<file path="config.mk">
export PLATFORM = sky130hd
export DESIGN_NAME = imem_loader
export DESIGN_NICKNAME = d
export VERILOG_FILES = /design/src/rtl/imem_loader_pkg.sv /design/src/rtl/byte_packer.sv /design/src/rtl/imem_loader.sv
export SDC_FILE = /design/constraint.sdc
export NUM_CORES = 1
export LEC_CHECK = 0
export ABC_AREA = 0
export BUFFER_PORTS_ARGS = -buffer_cell sky130_fd_sc_hd__buf_4
export CAP_MARGIN = 20
export CELL_PAD_IN_SITES_DETAIL_PLACEMENT = 0
export CELL_PAD_IN_SITES_GLOBAL_PLACEMENT = 2
export CORE_MARGIN = 1
export CORE_UTILIZATION = 41
export DETAILED_ROUTE_END_ITERATION = 10
export GPL_TIMING_DRIVEN = 0
export PLACE_DENSITY = 0.85
export SLEW_MARGIN = 20
export SYNTH_ARGS = -nofsm -noshare
export SYNTH_HDL_FRONTEND = slang
export SYNTH_SLANG_ARGS = --single-unit
</file>
<file path="constraint.sdc">
create_clock -name clk -period 6 [get_ports clk]
set_input_delay 0.6 -clock clk [delete_from_list [all_inputs] [get_ports clk]]
set_output_delay 0.6 -clock clk [all_outputs]
set_load 0.005 [all_outputs]
</file>
<file path="src/rtl/imem_loader_pkg.sv">
// Shared types and constants for the instruction-memory boot loader.
package imem_loader_pkg;

  typedef enum logic [2:0] {
    IDLE,
    LEN_LO,
    LEN_HI,
    DATA,
    DONE,
    ERR
  } state_t;

  localparam int unsigned HDR_BYTES      = 2;
  localparam int unsigned BYTES_PER_WORD = 4;

endpackage

</file>
<file path="src/rtl/byte_packer.sv">
// Assembles little-endian bytes into 32-bit words; word_valid flags the 4th byte.
import imem_loader_pkg::*;

module byte_packer (
  input  logic        clk,
  input  logic        rst,
  input  logic        clear,
  input  logic        in_valid,
  input  logic [7:0]  in_data,
  output logic        word_valid,
  output logic [31:0] word
);

  logic [31:0] sr;
  logic [1:0]  cnt;

  // Shift each byte in from the top so byte k ends up at bits [8k+7:8k].
  always_ff @(posedge clk or posedge rst) begin
    if (rst) begin
      sr  <= '0;
      cnt <= '0;
    end else if (clear) begin
      sr  <= '0;
      cnt <= '0;
    end else if (in_valid) begin
      sr  <= {in_data, sr[31:8]};
      cnt <= cnt + 2'd1;
    end
  end

  // The completed word is presented combinationally alongside its last byte.
  always_comb begin
    word_valid = in_valid && (cnt == 2'(BYTES_PER_WORD - 1));
    word       = {in_data, sr[31:8]};
  end

endmodule

</file>
<file path="src/rtl/imem_loader.sv">
// Boot-time loader: parses a length-prefixed byte stream and writes it into
// instruction RAM, holding the core in reset until the image is complete.
import imem_loader_pkg::*;

module imem_loader #(
  parameter int unsigned ADDR_W = 10
) (
  input  logic              clk,
  input  logic              rst,
  input  logic [7:0]        rx_data,
  input  logic              rx_valid,
  output logic              rx_ready,
  input  logic              load,
  output logic              imem_we,
  output logic [ADDR_W-1:0] imem_waddr,
  output logic [31:0]       imem_wdata,
  output logic              cpu_hold,
  output logic              done,
  output logic              error
);

  localparam int unsigned DEPTH = 2 ** ADDR_W;
  localparam int unsigned HDR_W = 8 * HDR_BYTES;

  state_t            state;
  state_t            state_next;
  logic              accept;
  logic [7:0]        hdr_lo;
  logic [HDR_W-1:0]  n_hdr;
  logic [ADDR_W:0]   len;
  logic [ADDR_W:0]   word_cnt;
  logic              last_word;
  logic              word_valid;
  logic [31:0]       word;

  byte_packer u_packer (
    .clk        (clk),
    .rst        (rst),
    .clear      (state == IDLE),
    .in_valid   (accept && (state == DATA)),
    .in_data    (rx_data),
    .word_valid (word_valid),
    .word       (word)
  );

  // State register.
  always_ff @(posedge clk or posedge rst) begin
    if (rst) state <= IDLE;
    else     state <= state_next;
  end

  // Next-state decode and the only unregistered output, rx_ready.
  always_comb begin
    state_next = state;
    rx_ready   = 1'b0;
    accept     = 1'b0;
    n_hdr      = {rx_data, hdr_lo};
    last_word  = (word_cnt == (len - (ADDR_W+1)'(1)));
    unique case (state)
      IDLE:   state_next = LEN_LO;
      LEN_LO: begin
        rx_ready = 1'b1;
        accept   = rx_valid;
        if (accept) state_next = LEN_HI;
      end
      LEN_HI: begin
        rx_ready = 1'b1;
        accept   = rx_valid;
        if (accept) begin
          if (n_hdr == '0)                 state_next = DONE;
          else if (n_hdr > HDR_W'(DEPTH))  state_next = ERR;
          else                             state_next = DATA;
        end
      end
      DATA: begin
        rx_ready = 1'b1;
        accept   = rx_valid;
        if (word_valid && last_word) state_next = DONE;
      end
      DONE, ERR: if (load) state_next = IDLE;
      default:   state_next = IDLE;
    endcase
  end

  // Header capture, word counter and registered outputs.
  always_ff @(posedge clk or posedge rst) begin
    if (rst) begin
      hdr_lo     <= '0;
      len        <= '0;
      word_cnt   <= '0;
      imem_we    <= 1'b0;
      imem_waddr <= '0;
      imem_wdata <= '0;
      cpu_hold   <= 1'b1;
      done       <= 1'b0;
      error      <= 1'b0;
    end else begin
      imem_we <= word_valid;
      if (word_valid) begin
        imem_wdata <= word;
        imem_waddr <= word_cnt[ADDR_W-1:0];
        word_cnt   <= word_cnt + (ADDR_W+1)'(1);
      end
      if (state == IDLE) word_cnt <= '0;
      if (state == LEN_LO && accept) hdr_lo <= rx_data;
      // Truncation is safe: oversize lengths divert to ERR and never use len.
      if (state == LEN_HI && accept) len <= n_hdr[ADDR_W:0];
      error <= (state_next == ERR);
      // DONE is entered on the edge that launches the final write, so dropping
      // hold one edge later lets that write land before the core runs.
      cpu_hold <= !((state == DONE) && !load);
      done     <= (state == DONE) && cpu_hold && !load;
    end
  end

endmodule

</file>
==> flow_summary.ini, run 1 <==
[timing]
finalSetupViolCount = 0
fin_setup_tns_ns = 0
clock_skew_ns = 0.0171
fmax_mhz = 365
hold_viol_final = 0
rsz0062_at_grt = false
post-route-period-util_pct = 45.7
drv_slew = 0
slew_headroom_pct = 49.0
max_slew.worst_pin.slew_ns = 0.765
holdWs_ns = 0.209
min_period_ns = 2.74

[worst_setup_path]
path_class = flip-flop to flip-flop
worstSetupStartpointType = flip-flop
cp_cell_sequence = inv_1 -> ha_1 -> nor3b_4 -> nand3_2 -> or4_4 -> a2111oi_4 -> nand4_2 -> a221oi_2
reg2reg_depth = 8
r2r_setup_slack_ns = 3.26
cpPeakStageDelay_ns = 0.51
worstPathMaxFanout = 7
rr_startpoint = len[0]
endpoint_kind = flip-flop
required_ns = 6.29
crit_path_end = error
timing.rr.end = error
slowest_stage = or4_4
cp.arrival_ns = 3.03
critPathLaunch = len[0]

[logic_synthesis]
synth_top_area_share_pct = 57.8
syn_inst = 399
ys_top_cells_by_area = dfrtp_1 58%, mux2_2 8.8%, nand2_1 7.6%, a22o_1 5.1%, xor2_1 2.7%
synth_fp_nets = 414
synth_edf_count = 0
ys_seq_area_share_pct = 58.4
synth_area_leader_cell = dfrtp_1
synth.distinct_cells = 43
synth_area_per_cell_um2 = 11.3
ys_seq_elements = 105
synthFlopType = dfrtp_1
yosysWarnings = 0
async_flop_share_pct = 100
syn_area_um2 = 4500

[routing]
drc = 0
routed_wl_um = 9730
drt_pass1_iterations = 4
vias = 3147
drt_iter0_markers = 161
avgViaCountPerCell = 5.16
ant_nets = 0
wl_per_cell_um = 16.0

[floorplanning]
fp.dieW_um = 107
fp-row-count = 37
ioPinCount = 59
initial_utilization_pct = 42.9
chipHeight_um = 107
die_area_um2 = 11400
core_um2 = 10500

[cts]
post-cts-setup-buffers = 0
clkSlewWorstSetupHoldPaths_ns = 0.11
cts_sinks = 105
ctsResizeCount = 0
htree_levels = 3
insertion_delay_ns = 0.37
cts_tree = built
ctsHoldBuffers = 0
cts.path.max_buffers = 2
numCtsBuffers = 9
clk_root_buffer_cell = clkbuf_8

[layout]
final_cells = 610
drive_gt1_share_pct = 25.3
antennaDiodeCount = 0
final_cell_mix = 104 x dfrtp_1, 91 x nand2_1, 58 x buf_4
layout_commonest_cell = dfrtp_1
num-fill-cells = 965
nets = 484
area_growth_pct = 18.5

[power]
clock_power_share_pct = 22.1
p_sw_share_pct = 34.1
internal_power_mw = 1.34
leakagePower_nw = 2.65
total_power_mw = 2.03
p_comb_share_pct = 29.0
p_sw_uw = 693
p_per_area_nw_per_um2 = 380
p_seq_share_pct = 48.9
vdd_drop_max_uv = 232

[job]
maxCapViolCount = 0

[placed_design]
post-place-cells = 594
gp_congestion = 0.786
io_buffer_count = 58
hpwl_um = 7070

[grt]
grt_pass1_vias = 3090
grt_usage_pct = 18.8
overflow = 0
grt_max_degree = 68
antenna_found_initial = 0
grt_pass1_wl_um = 16400

[hold_path]
hp-class = input pin to asynchronous set/reset pin

[outcome]
status = finished clean
synthesized netlist by cell type (3+ instances only):
library cell and count:
xor2_1 14, nor3_1 4, ha_1 3, o21ai_0 8, nor2_1 23, mux2_2 35, nand2_1 91, and3_1 5
clkbuf_1 19, nor4_1 3, a22o_1 26, nand4_1 5, inv_1 4, nand3_1 8, xnor2_1 10, dfrtp_1 104
a21oi_1 5
area by class of cell:
cell class | count | area (µm²) | area share [%]
sequential | 105 | 2630 | 49.2
buffer | 23 | 88.8 | 1.66
inverter | 5 | 23.8 | 0.445
multi-input combinational | 266 | 1770 | 33.1
timing repair buffer | 59 | 463 | 8.67
clock inverter | 5 | 65.1 | 1.22
tap | 136 | 170 | 3.19
clock buffer | 11 | 131 | 2.46
metal layers:
metal	vias up	track usage, %	wire, µm
met4	0	6.56	106
met3	8	2.98	383
li1	1522	-	-
met5	-	0	0
met2	64	27.6	4410
met1	1553	28.1	4830
metrics by stage:
step | area (µm²) | setup WS [ns] | utilization [%]
final | 5340 | 3.26 | 50.8
after global routing | 5340 | 3.07 | 50.8
after CTS | 5340 | 3.23 | 50.8
after detailed placement | 5140 | 3.25 | 48.9
after global placement | 5110 | 1.41 | 48.6
after floorplan | 4500 | 2.64 | -
state kept, by name, indices dropped and copies added, names as in the netlist:
signal        flops
state             3
imem_wdata       32
error             1
u_packer.cnt      2
cpu_hold          1
len              11
u_packer.sr      24
imem_we           1
done              1
hdr_lo            8
imem_waddr       10
word_cnt         11
power groups by stage:
stage | combinational [mW] | clock [mW] | sequential, mW
after floorplan | 0.441 | 0 | 0.964
after global placement | 0.578 | 0 | 1.00
after detailed placement | 0.592 | 0 | 1.01
after CTS | 0.593 | 0.460 | 0.994
after global routing | 0.659 | 0.492 | 1.02
final | 0.589 | 0.449 | 0.993
how the worst min path moves through the flow:
stage	startpoint	to	cells past startpoint
after floorplan	u_packer.sr[8]	imem_wdata[0]	2
after global placement	imem_wdata[3]	imem_wdata[3]	2
after detailed placement	u_packer.sr[11]	imem_wdata[3]	2
after CTS	rst	done	2
after global routing	rst	state[0]	2
final	rst	done	2
worst max-delay path: cells and delay by family (launching register included):
family,cells,cell delay [ns]
buffers and inverters,1,0.10
adders and majority gates,1,0.29
and+or+nand+nor,4,1.16
DFF,1,0.45
AOI/OAI and AO/OA,2,0.67
cells by family (layout without fill, tap and decap cells):
kind of cell,after synthesis,count (layout),synth area share [%]
adders and majority gates,3,3,0.833
buffers and inverters,28,103,2.39
muxes,37,37,9.19
and+or+nand+nor,154,154,15.8
xor gates and xnor gates,24,24,4.67
DFF,105,105,58.4
AOI/OAI and AO/OA,48,48,8.78
(Power assumes the default switching activity.)
==> run 2, diff against run 1 <==
--- a/config.mk
+++ b/config.mk
@@ -11,10 +11,10 @@
 export CELL_PAD_IN_SITES_DETAIL_PLACEMENT = 0
 export CELL_PAD_IN_SITES_GLOBAL_PLACEMENT = 2
 export CORE_MARGIN = 1
-export CORE_UTILIZATION = 41
+export CORE_UTILIZATION = 38
 export DETAILED_ROUTE_END_ITERATION = 10
 export GPL_TIMING_DRIVEN = 0
-export PLACE_DENSITY = 0.85
+export PLACE_DENSITY = 0.79
 export SLEW_MARGIN = 20
 export SYNTH_ARGS = -nofsm -noshare
 export SYNTH_HDL_FRONTEND = slang
==> constraint.sdc (replaced) <==
create_clock -name clk -period 2.8 [get_ports clk]
set_input_delay 0.28 -clock clk [delete_from_list [all_inputs] [get_ports clk]]
set_output_delay 0.28 -clock clk [all_outputs]
set_load 0.005 [all_outputs]
==> run 2 against run 1 <==
Net effect: non-clock buffer count grew 3; final cell count grew 1.6%; sequential power grew 110%; die area grew 7.7%; routed wire length grew 0.45%; sequential share of layout area shrank 1.3 points; final area grew 2.8%; largest power group unchanged; highest routed layer unchanged.
==> flow_summary.ini, run 2 (synthesis results as in run 1) <==
[worst_setup_path]
timing.rr.end = error
slowest_stage = or4_4
cpPeakStageDelay_ns = 0.51
cp_num_buf_inv = 1
required_ns = 3.05
crit_path_end = error
worstPathMaxFanout = 7
r2r_setup_slack_ns = 0.13
cp_cell_sequence = inv_1 -> ha_4 -> nor3b_4 -> nand3_2 -> or4_4 -> a2111oi_4 -> nand4_2 -> a221oi_2
critical_path.top_delay_family = simple AND/OR/NAND/NOR gates
rr_startpoint = len[0]
reg2reg_depth = 8
endpoint_kind = flip-flop
critPathLaunch = len[0]
cp_num_cells = 8
path_class = flip-flop to flip-flop
worstSetupStartpointType = flip-flop
cp.arrival_ns = 2.92

[cts]
ctsHoldBuffers = 0
htree_levels = 3
cts_tree = built
clkSlewWorstSetupHoldPaths_ns = 0.07
numCtsBuffers = 9
clk_root_buffer_cell = clkbuf_16
cts_sinks = 105
cts.path.max_buffers = 2
insertion_delay_ns = 0.35

[layout]
nets = 487
fin_area_um2 = 5490
final_cell_mix = 103 x dfrtp_1, 91 x nand2_1, 59 x buf_4
area_growth_pct = 21.9
largest_reg_flops = 32
largestRegisters = imem_wdata x32, u_packer.sr x24
drive_gt1_share_pct = 26.4
layout_commonest_cell = dfrtp_1
top_register = imem_wdata
antennaDiodeCount = 0

[floorplanning]
initial_utilization_pct = 39.3
fp-row-count = 39
chipHeight_um = 111
die_area_um2 = 12300
fp.dieW_um = 111
core_um2 = 11500
ioPinCount = 59

[grt]
grt_pass1_wl_um = 16500
grt_pass1_vias = 3158
overflow = 0
grt_usage_pct = 17.2
antenna_found_initial = 0
grt_max_degree = 32

[placed_design]
hpwl_um = 7130
io_buffer_count = 58
placed_area_um2 = 5190
gp_congestion = 0.793

[hold_path]
hp-class = input pin to asynchronous set/reset pin

[routing]
routed_wl_um = 9780
drt_pass1_iterations = 4
vias = 3144
drt_iter0_markers = 151
wl_per_cell_um = 15.8
ant_nets = 0
avgViaCountPerCell = 5.07
drc = 0

[power]
p_per_area_nw_per_um2 = 842
leakagePower_nw = 2.71
total_power_mw = 4.63
vdd_drop_max_uv = 379

[outcome]
status = finished clean

[timing]
post-route-period-util_pct = 95.4
drv_slew = 0
slew_headroom_pct = 50.2
min_period_ns = 2.67
max_slew.worst_pin.slew_ns = 0.748
hold_viol_final = 0
fmax_mhz = 374
finalSetupViolCount = 0
clock_skew_ns = 0.00788

[job]
maxCapViolCount = 0
## run 2: cell count changes in the layout (fill, tap and decap cells not counted), sizes merged
cell,change
clkinv,+3
buf,+3
inv,-1
bufinv,-1
clkinvlp,-1
## run 2: worst min path at each step
| stage | start | to | slack [ns] | depth (start not counted) |
|---|---|---|---|---|
| finish | rst | imem_wdata[29] | 0.01 | 2 |
| global placement | imem_wdata[1] | imem_wdata[1] | 0.46 | 2 |
| CTS | rst | imem_wdata[29] | 0.03 | 2 |
| floorplan | rx_data[2] | imem_wdata[26] | 0.39 | 2 |
| detailed placement | rst | imem_wdata[29] | 0.41 | 2 |
| global route | rst | imem_wdata[29] | 0.06 | 2 |
## run 2: layer usage
metal	up-vias	part of all wire [%]	GRT usage, %
met2	56	43	24.8
met3	11	2.8	3.17
li1	1521	-	-
met1	1556	52	25.4
met4	0	1.8	7.20
met5	-	0	0
## run 2: repair_timing
item	CTS	global route
gates resized for setup	0	3
setup endpoints to repair	0	3
endpoints found under the hold margin	0	0
setup buffers	0	1
## run 2: where the power goes
group | internal, mW | switching [mW] | total, mW | leakage [nW]
clock network | 0.633 | 0.564 | 1.20 | 0.140
registers | 1.84 | 0.297 | 2.13 | 1.41
logic | 0.635 | 0.661 | 1.30 | 1.16
total | 3.10 | 1.52 | 4.63 | 2.71
## run 2: layout make-up
| cell class | instances | area [µm²] |
|---|---|---|
| flip-flops and latches | 105 | 2630 |
| multi-input cells | 266 | 1780 |
| plain buffers | 23 | 88.8 |
| repair buffers | 62 | 510 |
| inverters | 5 | 22.5 |
| clock inverters | 5 | 36.3 |
| well taps | 143 | 179 |
| clock buffers | 11 | 243 |
| fillers | 1054 | 5980 |
## run 2: stage by stage
stage / setup slack [ns] / hold slack (ns) / TNS [ns] / utilization, % / cells
after floorplan: 0.358 / 0.385 / 0 / - / 399
after global placement: 0.0455 / 0.460 / 0 / 44.7 / 600
after detailed placement: 0.0470 / 0.410 / 0 / 45.3 / 603
after CTS: 0.0171 / 0.0291 / 0 / 47.7 / 619
after global routing: -0.00789 / 0.0595 / -0.00789 / 47.9 / 620
final: 0.130 / 0.0146 / 0 / 47.9 / 620
